--- src/rtl/pipe_pkg.sv ---
// Shared pipeline definitions: register index width, PC register index,
// forward-select encodings and the per-stage destination tag.
package pipe_pkg;

    localparam int unsigned REG_W = 4;
    localparam logic [REG_W-1:0] PC_REG = 4'b1111;

    typedef enum logic [1:0] {
        FWD_RF  = 2'b00,
        FWD_EX  = 2'b01,
        FWD_MEM = 2'b10,
        FWD_WB  = 2'b11
    } fwd_sel_e;

    typedef struct packed {
        logic             valid;
        logic [REG_W-1:0] dest;
        logic             load;
    } tag_t;

endpackage

--- src/rtl/operand_hazard_unit_if.sv ---
// ID-stage operand/destination bundle in, forwarding selects and stall status out.
interface operand_hazard_unit_if
    import pipe_pkg::*;
#(
    parameter int unsigned CNT_W = 16
);
    logic             ID_Valid;
    logic [REG_W-1:0] SA;
    logic [REG_W-1:0] SB;
    logic [REG_W-1:0] SD;
    logic             UseA;
    logic             UseB;
    logic             UseD;
    logic [REG_W-1:0] ID_C;
    logic             ID_RFLd;
    logic             ID_Load;
    logic             Flush;
    logic [1:0]       FwdA;
    logic [1:0]       FwdB;
    logic [1:0]       FwdD;
    logic             Stall;
    logic [CNT_W-1:0] StallCount;

    modport master (
        output ID_Valid, SA, SB, SD, UseA, UseB, UseD, ID_C, ID_RFLd, ID_Load, Flush,
        input  FwdA, FwdB, FwdD, Stall, StallCount
    );

    modport slave (
        input  ID_Valid, SA, SB, SD, UseA, UseB, UseD, ID_C, ID_RFLd, ID_Load, Flush,
        output FwdA, FwdB, FwdD, Stall, StallCount
    );
endinterface

--- src/rtl/fwd_select.sv ---
// Per-operand forward select: youngest matching stage wins; an EX-stage load
// match is reported as a hazard and leaves the select on the register file.
module fwd_select
    import pipe_pkg::*;
(
    input  logic             id_valid,
    input  logic [REG_W-1:0] src,
    input  logic             use_src,
    input  tag_t             ex_t,
    input  tag_t             mem_t,
    input  tag_t             wb_t,
    output logic [1:0]       sel,
    output logic             hazard
);
    logic rd_ok;
    logic ex_m;
    logic mem_m;
    logic wb_m;
    logic unused_load;

    // R15 is always sourced from the PC path, so it never matches.
    assign rd_ok = id_valid && use_src && (src != PC_REG);
    assign ex_m  = rd_ok && ex_t.valid  && (ex_t.dest  == src);
    assign mem_m = rd_ok && mem_t.valid && (mem_t.dest == src);
    assign wb_m  = rd_ok && wb_t.valid  && (wb_t.dest  == src);

    // MEM loads have data by end of MEM, so only the EX load bit matters.
    assign unused_load = mem_t.load ^ wb_t.load;

    always_comb begin
        sel    = FWD_RF;
        hazard = 1'b0;
        if (ex_m) begin
            if (ex_t.load) hazard = 1'b1;
            else           sel    = FWD_EX;
        end else if (mem_m) begin
            sel = FWD_MEM;
        end else if (wb_m) begin
            sel = FWD_WB;
        end
    end
endmodule

--- src/rtl/operand_hazard_unit.sv ---
// Decode-stage forwarding and load-use stall control with EX/MEM/WB destination
// tracking and a saturating stall-cycle counter.
module operand_hazard_unit
    import pipe_pkg::*;
#(
    parameter int unsigned CNT_W = 16
)(
    input  logic                 CLK,
    input  logic                 RST,
    operand_hazard_unit_if.slave bus
);
    tag_t             ex_t;
    tag_t             mem_t;
    tag_t             wb_t;
    logic             hz_a;
    logic             hz_b;
    logic             hz_d;
    logic             stall_c;
    logic [CNT_W-1:0] stall_cnt;

    fwd_select u_fwd_a (
        .id_valid (bus.ID_Valid), .src (bus.SA), .use_src (bus.UseA),
        .ex_t (ex_t), .mem_t (mem_t), .wb_t (wb_t),
        .sel (bus.FwdA), .hazard (hz_a)
    );

    fwd_select u_fwd_b (
        .id_valid (bus.ID_Valid), .src (bus.SB), .use_src (bus.UseB),
        .ex_t (ex_t), .mem_t (mem_t), .wb_t (wb_t),
        .sel (bus.FwdB), .hazard (hz_b)
    );

    fwd_select u_fwd_d (
        .id_valid (bus.ID_Valid), .src (bus.SD), .use_src (bus.UseD),
        .ex_t (ex_t), .mem_t (mem_t), .wb_t (wb_t),
        .sel (bus.FwdD), .hazard (hz_d)
    );

    // A squashed instruction cannot stall the pipe.
    assign stall_c        = (hz_a || hz_b || hz_d) && !bus.Flush;
    assign bus.Stall      = stall_c;
    assign bus.StallCount = stall_cnt;

    // Tags always advance; EX takes a bubble on flush or stall.
    always_ff @(posedge CLK) begin
        if (RST) begin
            ex_t      <= '0;
            mem_t     <= '0;
            wb_t      <= '0;
            stall_cnt <= '0;
        end else begin
            mem_t <= ex_t;
            wb_t  <= mem_t;
            if (bus.Flush || stall_c) begin
                ex_t.valid <= 1'b0;
            end else begin
                ex_t <= '{valid: bus.ID_Valid && bus.ID_RFLd,
                          dest:  bus.ID_C,
                          load:  bus.ID_Load};
            end
            if (stall_c && (stall_cnt != '1)) begin
                stall_cnt <= stall_cnt + CNT_W'(1);
            end
        end
    end
endmodule
--- src/flat_wrapper.sv ---
// flat-port wrapper written by rule: the top's interface ports become plain ports
module operand_hazard_unit_flat import pipe_pkg::*;
#(
    parameter int unsigned CNT_W = 16
)
  (CLK, RST, bus_ID_Valid, bus_SA, bus_SB, bus_SD, bus_UseA, bus_UseB, bus_UseD, bus_ID_C, bus_ID_RFLd, bus_ID_Load, bus_Flush, bus_FwdA, bus_FwdB, bus_FwdD, bus_Stall, bus_StallCount);
  operand_hazard_unit_if #(.CNT_W(CNT_W)) bus_i ();
  input  logic CLK;
  input  logic RST;
  input wire logic [$bits(bus_i.ID_Valid)-1:0] bus_ID_Valid;
  input wire logic [$bits(bus_i.SA)-1:0] bus_SA;
  input wire logic [$bits(bus_i.SB)-1:0] bus_SB;
  input wire logic [$bits(bus_i.SD)-1:0] bus_SD;
  input wire logic [$bits(bus_i.UseA)-1:0] bus_UseA;
  input wire logic [$bits(bus_i.UseB)-1:0] bus_UseB;
  input wire logic [$bits(bus_i.UseD)-1:0] bus_UseD;
  input wire logic [$bits(bus_i.ID_C)-1:0] bus_ID_C;
  input wire logic [$bits(bus_i.ID_RFLd)-1:0] bus_ID_RFLd;
  input wire logic [$bits(bus_i.ID_Load)-1:0] bus_ID_Load;
  input wire logic [$bits(bus_i.Flush)-1:0] bus_Flush;
  output wire logic [$bits(bus_i.FwdA)-1:0] bus_FwdA;
  output wire logic [$bits(bus_i.FwdB)-1:0] bus_FwdB;
  output wire logic [$bits(bus_i.FwdD)-1:0] bus_FwdD;
  output wire logic [$bits(bus_i.Stall)-1:0] bus_Stall;
  output wire logic [$bits(bus_i.StallCount)-1:0] bus_StallCount;
  assign bus_i.ID_Valid = bus_ID_Valid;
  assign bus_i.SA = bus_SA;
  assign bus_i.SB = bus_SB;
  assign bus_i.SD = bus_SD;
  assign bus_i.UseA = bus_UseA;
  assign bus_i.UseB = bus_UseB;
  assign bus_i.UseD = bus_UseD;
  assign bus_i.ID_C = bus_ID_C;
  assign bus_i.ID_RFLd = bus_ID_RFLd;
  assign bus_i.ID_Load = bus_ID_Load;
  assign bus_i.Flush = bus_Flush;
  assign bus_FwdA = bus_i.FwdA;
  assign bus_FwdB = bus_i.FwdB;
  assign bus_FwdD = bus_i.FwdD;
  assign bus_Stall = bus_i.Stall;
  assign bus_StallCount = bus_i.StallCount;
  operand_hazard_unit #(.CNT_W(CNT_W)) u_core (.CLK(CLK), .RST(RST), .bus(bus_i));
endmodule
--- config.mk ---
export PLATFORM = sky130hd
export DESIGN_NAME = operand_hazard_unit_flat
export DESIGN_NICKNAME = d
export VERILOG_FILES = /design/src/rtl/pipe_pkg.sv /design/src/rtl/operand_hazard_unit_if.sv /design/src/rtl/fwd_select.sv /design/src/rtl/operand_hazard_unit.sv /design/src/flat_wrapper.sv
export SDC_FILE = /design/constraint.sdc
export NUM_CORES = 1
export LEC_CHECK = 0
export CAP_MARGIN = 20
export CORE_AREA = 2 2 65 67
export DETAILED_ROUTE_END_ITERATION = 8
export DIE_AREA = 0 0 67 69
export GPL_TIMING_DRIVEN = 0
export PLACE_DENSITY = 0.8
export SLEW_MARGIN = 10
export SYNTH_ARGS = -nofsm -noshare
export SYNTH_HDL_FRONTEND = slang
export SYNTH_SLANG_ARGS = --single-unit
--- constraint.sdc ---
create_clock -name CLK -period 5.8 [get_ports CLK]
set_clock_uncertainty 0.2 [all_clocks]
set_input_delay 1.16 -clock CLK [delete_from_list [all_inputs] [get_ports CLK]]
set_output_delay 1.16 -clock CLK [all_outputs]
set_load 0.03 [all_outputs]
==> flow_summary.yaml, run 1 <==
clock_tree:
  clock_latency_ns: 0.28
  clock_path_buffers: 2
  clockRootBuffer: "clkbuf_8"
  cts_tree: "done"
  register_clock_pin_slew_on_the_reported_worst_setup_and_hold_paths_ns: 0.06
  cts-buffers-inserted: 5
  clock-sinks: 32
  htreeDepth: 2
  holdBufCountCts: 0
  cts.repair.resized: 0
  post-cts-setup-buffers: 0
worst_setup_path:
  timing.critical_path.slowest_cell_delay_ns: 0.62
  worst-r2r-setup-slack_ns: 3.39
  timing.critical_path.to_type: "primary output"
  required_ns: 4.44
  cp_data_arrival_time_ns: 3.75
  critical_path.slowest_cell: "o31ai_1"
  crit_path_cell_trace: "clkdlybuf4s50_1 -> nand4_1 -> nand3_2 -> nor3_2 -> o31ai_1 -> buf_2 -> inv_1 -> clkdlybuf4s50_1"
  kind_of_cell_adding_the_most_delay_to_the_critical_path: "buffers and inverters"
  worstPathMaxFanout: 10
  cp_common_cell: "clkdlybuf4s50_1"
  path_class: "in2out"
  worstPathBufferInverterCount: 4
  nature_of_the_critical_path_startpoint: "input pin"
cells_and_area:
  antenna-diode-count: 0
  layout.cells.most_common: "clkdlybuf4s50_1"
  final_nets: 302
  drive_above_1_share: 0.1159
  final_cell_mix: "clkdlybuf4s50_1 (47), dfxtp_1 (32), xnor2_1 (21), a21oi_1 (18), xor2_1 (15)"
  layout-area-overhead-vs-synth_pct: 31.68
synth:
  synth.net_count: 248
  netlist_area_um2: 1987
  area_leader_netlist: "dfxtp_1"
  netlist_top_cells_area: "dfxtp_1 (32%), xnor2_1 (9.3%), xor2_1 (6.6%), a21oi_1 (4.5%), nand3_1 (3.5%)"
  netlist.area_leader.share: 0.3224
  ys.flop_type: "dfxtp_1"
  syn-mean-instance-area_um2: 8.950
  synth.distinct_cells: 41
  synth_seq_cells: 32
  seq_area_frac_synth: 0.3224
  synthesis.yosys.warnings: 0
  synth-edff-count: 0
  asyncSetResetFlopFracSynth: 0
  synth_cells: 222
die:
  num_rows: 23
  die-area_um2: 4623
  pin_count: 48
  die_width_um: 67
  floorplan.initialDensity: 0.5077
  fp.coreArea_um2: 3914
  dieHeight_um: 69
routing:
  dr_total_vias: 1841
  finalWirelength_um: 4975
  route.detailed.vias_per_inst: 5.647
  initialDrtViolationCount: 151
  drc_errors: 0
  first_pass_iters: 4
  antenna_violating_nets_post_route: 0
  avgRoutedWirePerCell_um: 15.26
timing:
  min_cycle_time_layout_ns: 5.115
  highest_clock_rate_ghz: 0.1955
  setup-violations-final: 0
  layout_worst_path_cycle_share: 0.8818
  setup_total_negative_slack_ns: 0
  hold_violations: 0
  slew_headroom: 0.3396
  setup_repair_after_global_routing_missed_its_margin: "false"
  slew_violations: 0
  timing_worst_slew_pin_value_ns: 0.9830
  worst_hold_slack_after_final_layout_ns: 0.3078
power_and_ir_drop:
  cellLeakagePower_nw: 0.8901
  maximum_ir_drop_on_the_vdd_rail_uv: 191.7
  power.density_cell_area_nw_per_um2: 182.0
global_route:
  grt_usage: 0.2317
  grt_max_degree: 11
  grt_first_pass_wirelength_um: 8328
  grt_remaining_overflow: 0
  antenna_found_initial: 0
  first_global_vias: 1805
flow_run:
  maxCapViolations: 0
outcome:
  run_status: "finished, final reports clean"
place:
  place.detailed.hpwl_um: 3744
  routabilityCongestion: 0.9337
  io_buffer_count: 47
min_path:
  class_of_the_tightest_hold_or_removal_check: "reg2reg"
metrics by stage:
stage                     setup WS [ns]  area [um^2]  power [mW]  std cells  utilization
after floorplan                   2.070         1987      0.2681        222            -
after global placement           0.7286         2520      0.2973        319       0.6439
after detailed placement         0.7278         2520      0.2992        319       0.6439
after CTS                        0.7180         2616      0.4805        326       0.6685
after global routing             0.5080         2616      0.4956        326       0.6685
final                            0.6853         2616      0.4762        326       0.6685
final timing paths:
path,from,endpoint,depth (start not counted)
setup reg to reg,u_core.bus.StallCount[6],u_core.bus.StallCount[3],6
setup / recovery,bus_SA[2],bus_Stall,8
hold reg to reg,u_core.ex_t[5],u_core.mem_t[5],1
hold / removal,u_core.ex_t[5],u_core.mem_t[5],1
cell families after synthesis:
kind of cell	Yosys count	share of synthesized area
buffers and inverters	8	0.02330
AOI/OAI and AO/OA	37	0.1171
adders and majority gates	1	0.006296
xor gates and xnor gates	36	0.1587
muxes	8	0.05101
and+or+nand+nor	100	0.3212
DFF	32	0.3224
power by group:
group | internal, mW | switching (mW)
registers | 0.224 | 0.00697
logic | 0.0361 | 0.0272
clock network | 0.106 | 0.0763
total | 0.366 | 0.110
layer usage:
metal  routed length (um)  up-vias  part of all wire  track usage
met5                    0        -                 0            0
met4                   62        0             0.012      0.07937
met3                  264        8             0.053      0.05710
met2                 2276       50              0.46       0.3531
met1                 2371      859              0.48       0.3162
li1                     -      924                 -            -
layout make-up:
type	count	area [um^2]
multi-input cells	182	1300
fillers	339	1297
flip-flops and latches	32	640.6
repair buffers	47	470.5
clock buffers	7	96.34
well taps	50	62.56
plain buffers	5	35.03
inverters	3	11.26
cells in the mapped netlist, types with 2 or more instances:
cell type  number
o31ai_1         5
clkbuf_1        2
and2b_2         5
nor4_2          2
buf_6           2
nor4_1          6
mux2_4          4
xnor2_1        21
nand4_1         8
nor3_1          3
nand4b_1        3
o21ai_0         6
dfxtp_1        32
or4_1           5
or4b_1          2
nor2b_1        10
xor2_1         15
nand3_1        14
nand2b_1        6
nand3_2         2
o41ai_1         5
nor3_2          3
or3_1           6
mux2i_1         3
nor2_1          8
inv_1           3
a21oi_1        18
nand2_1        10
registers in the layout, summed over array words and instances, names as in the netlist:
name                   cells
u_core.wb_t                5
u_core.ex_t                6
u_core.mem_t               5
u_core.bus.StallCount     16
worst reg2reg max path, stage by stage, from the launching register on:
cell     delay, ns
dfxtp_1       0.44
and4_1        0.26
nand2_1       0.15
nor4_2        0.51
nor2_1        0.24
nand4_1       0.16
mux2_2        0.33
Power figures use the tool's default switching activity.
==> run 2, diff against run 1 <==
--- a/config.mk
+++ b/config.mk
@@ -14,4 +14,5 @@
 export SLEW_MARGIN = 10
 export SYNTH_ARGS = -nofsm -noshare
 export SYNTH_HDL_FRONTEND = slang
+export SYNTH_HIERARCHICAL = 1
 export SYNTH_SLANG_ARGS = --single-unit
==> constraint.sdc (replaced) <==
create_clock -name CLK -period 5.8 [get_ports CLK]
set_clock_uncertainty 0.2 [all_clocks]
set_input_delay 0.87 -clock CLK [delete_from_list [all_inputs] [get_ports CLK]]
set_output_delay 0.87 -clock CLK [all_outputs]
set_load 0.03 [all_outputs]
==> flow_summary.yaml, run 2 <==
place:
  place.detailed.hpwl_um: 3793
  io_buffer_count: 46
  place_ws_ns: 1.430
  dpl-instance-area_um2: 2466
  routabilityCongestion: 0.9487
power_and_ir_drop:
  seq_power_share: 0.464
  swShare: 0.2305
  combPwrFrac: 0.116
  p_clk_frac: 0.420
  internal-power_mw: 0.3815
  power.density_cell_area_nw_per_um2: 192.6
  net-switching-power_mw: 0.1143
  report.power.total_mw: 0.4958
  cellLeakagePower_nw: 0.8647
  maximum_ir_drop_on_the_vdd_rail_uv: 170.1
timing:
  slew_headroom: 0.4603
  timing_worst_slew_pin_value_ns: 0.8028
  slew_violations: 0
  hold_violations: 0
  final.setup.worst_slack_ns: 1.419
  min_cycle_time_layout_ns: 4.381
  highest_clock_rate_ghz: 0.2283
  setup_total_negative_slack_ns: 0
  setup_repair_after_global_routing_missed_its_margin: "false"
  layout_worst_path_cycle_share: 0.7553
  setup-violations-final: 0
  worst_hold_slack_after_final_layout_ns: 0.3022
routing:
  drc_errors: 0
  dr_total_vias: 1910
  avgRoutedWirePerCell_um: 15.47
  finalWirelength_um: 5151
  first_pass_iters: 4
  route.detailed.vias_per_inst: 5.736
  initialDrtViolationCount: 63
  antenna_violating_nets_post_route: 0
cells_and_area:
  final_nets: 308
  sequential_cell_area_um2: 640.6
  flip_flop_count_of_the_largest_register_all_copies_and_words_added: 16
  layout.filler_cells: 343
  drive_above_1_share: 0.05654
  layout-area-overhead-vs-synth_pct: 32.45
  postLayoutCellArea_um2: 2574
  layout.cells.most_common: "clkdlybuf4s50_1"
  final_cell_mix: "clkdlybuf4s50_1 (46), dfxtp_1 (32), nand2_1 (22), a21oi_1 (19)"
  antenna-diode-count: 0
  multi_input_comb_area_um2: 1262
clock_tree:
  clock_path_buffers: 2
  clock_latency_ns: 0.28
  clockRootBuffer: "clkbuf_8"
  cts-buffers-inserted: 5
  register_clock_pin_slew_on_the_reported_worst_setup_and_hold_paths_ns: 0.07
  cts.repair.resized: 0
  post-cts-setup-buffers: 0
  holdBufCountCts: 0
  htreeDepth: 2
  cts_tree: "done"
  clock-sinks: 32
global_route:
  grt_first_pass_wirelength_um: 8217
  grt_max_degree: 11
  gr-usage-met1: 0.2754
  busiest_layer: "met2"
  grt_usage: 0.2281
  antenna_found_initial: 0
  first_global_vias: 1820
  globalRouteMet2Util: 0.3828
  global_route.usage.met3: 0.05873
  grt_remaining_overflow: 0
synth:
  synth_cells: 229
  syn-mean-instance-area_um2: 8.485
  synth.net_count: 255
  netlist_area_um2: 1943
  synthesis.yosys.warnings: 6
worst_setup_path:
  cp_data_arrival_time_ns: 3.31
  required_ns: 4.73
  launching_point_of_the_worst_reg2reg_path: "u_core/ex_t[1]"
  worstPathMaxFanout: 4
  nature_of_the_critical_path_startpoint: "input pin"
  path_class: "in2out"
  timing.critical_path.to_type: "primary output"
  critPathLaunch: "bus_SA[2]"
die:
  die_width_um: 67
  num_rows: 23
  floorplan.initialDensity: 0.4965
  pin_count: 48
  fp.coreArea_um2: 3914
  dieHeight_um: 69
  die-area_um2: 4623
min_path:
  class_of_the_tightest_hold_or_removal_check: "reg2reg"
  hold_path_startpoint: "u_core/ex_t[5]"
flow_run:
  maxCapViolations: 0
outcome:
  run_status: "finished, final reports clean"
-- run 2: cell types whose count changed in the layout (fill, tap and decap cells not counted), moves of 5 or more --
cell / delta
and2b_2: -5
nand2_1: +12
nand3_1: -13
o31ai_1: +6
o41ai_1: -5
or4_1: +11
-- run 2: worst max-delay path, cell delays in order --
cell and delay, ns:
clkdlybuf4s50_1 0.52, and4_4 0.26, nor4b_1 0.43, and3_1 0.25
nor3_1 0.10, nor2_1 0.17, clkdlybuf4s50_1 0.72
-- run 2: final timing paths --
check                                    to  slack, ns  cells past startpoint
setup / recovery                  bus_Stall       1.42                      7
hold / removal              u_core/mem_t[5]       0.30                      1
setup reg to reg  u_core/bus.StallCount[14]       2.80                      8
hold reg to reg             u_core/mem_t[5]       0.30                      1
-- run 2: final cells by class --
cell class / count / area share
plain buffers: 7 / 0.01118
clock buffers: 6 / 0.02820
clock inverters: 2 / 0.01361
inverters: 3 / 0.004375
multi-input cells: 187 / 0.4905
flip-flops and latches: 32 / 0.2489
well taps: 50 / 0.02431
repair buffers: 46 / 0.1789
-- run 2: routing by layer --
layer	share of wire	vias up	wire length, um
met2	0.48	62	2476
met5	0	-	0
met4	0.014	0	71
met1	0.45	889	2293
met3	0.060	8	310
li1	-	951	-
-- run 2: power by group through the flow --
stage / combinational [mW] / clock (mW) / sequential (mW)
after CTS: 0.0571 / 0.212 / 0.230
after global placement: 0.0552 / 0 / 0.235
after global routing: 0.0624 / 0.221 / 0.231
after floorplan: 0.0287 / 0 / 0.233
final: 0.0575 / 0.208 / 0.230
after detailed placement: 0.0567 / 0 / 0.235
-- run 2: metrics by stage --
step | cells | util
global placement | 325 | 0.6301
finish | 333 | 0.6576
global route | 333 | 0.6576
detailed placement | 325 | 0.6301
floorplan | 229 | -
CTS | 333 | 0.6576
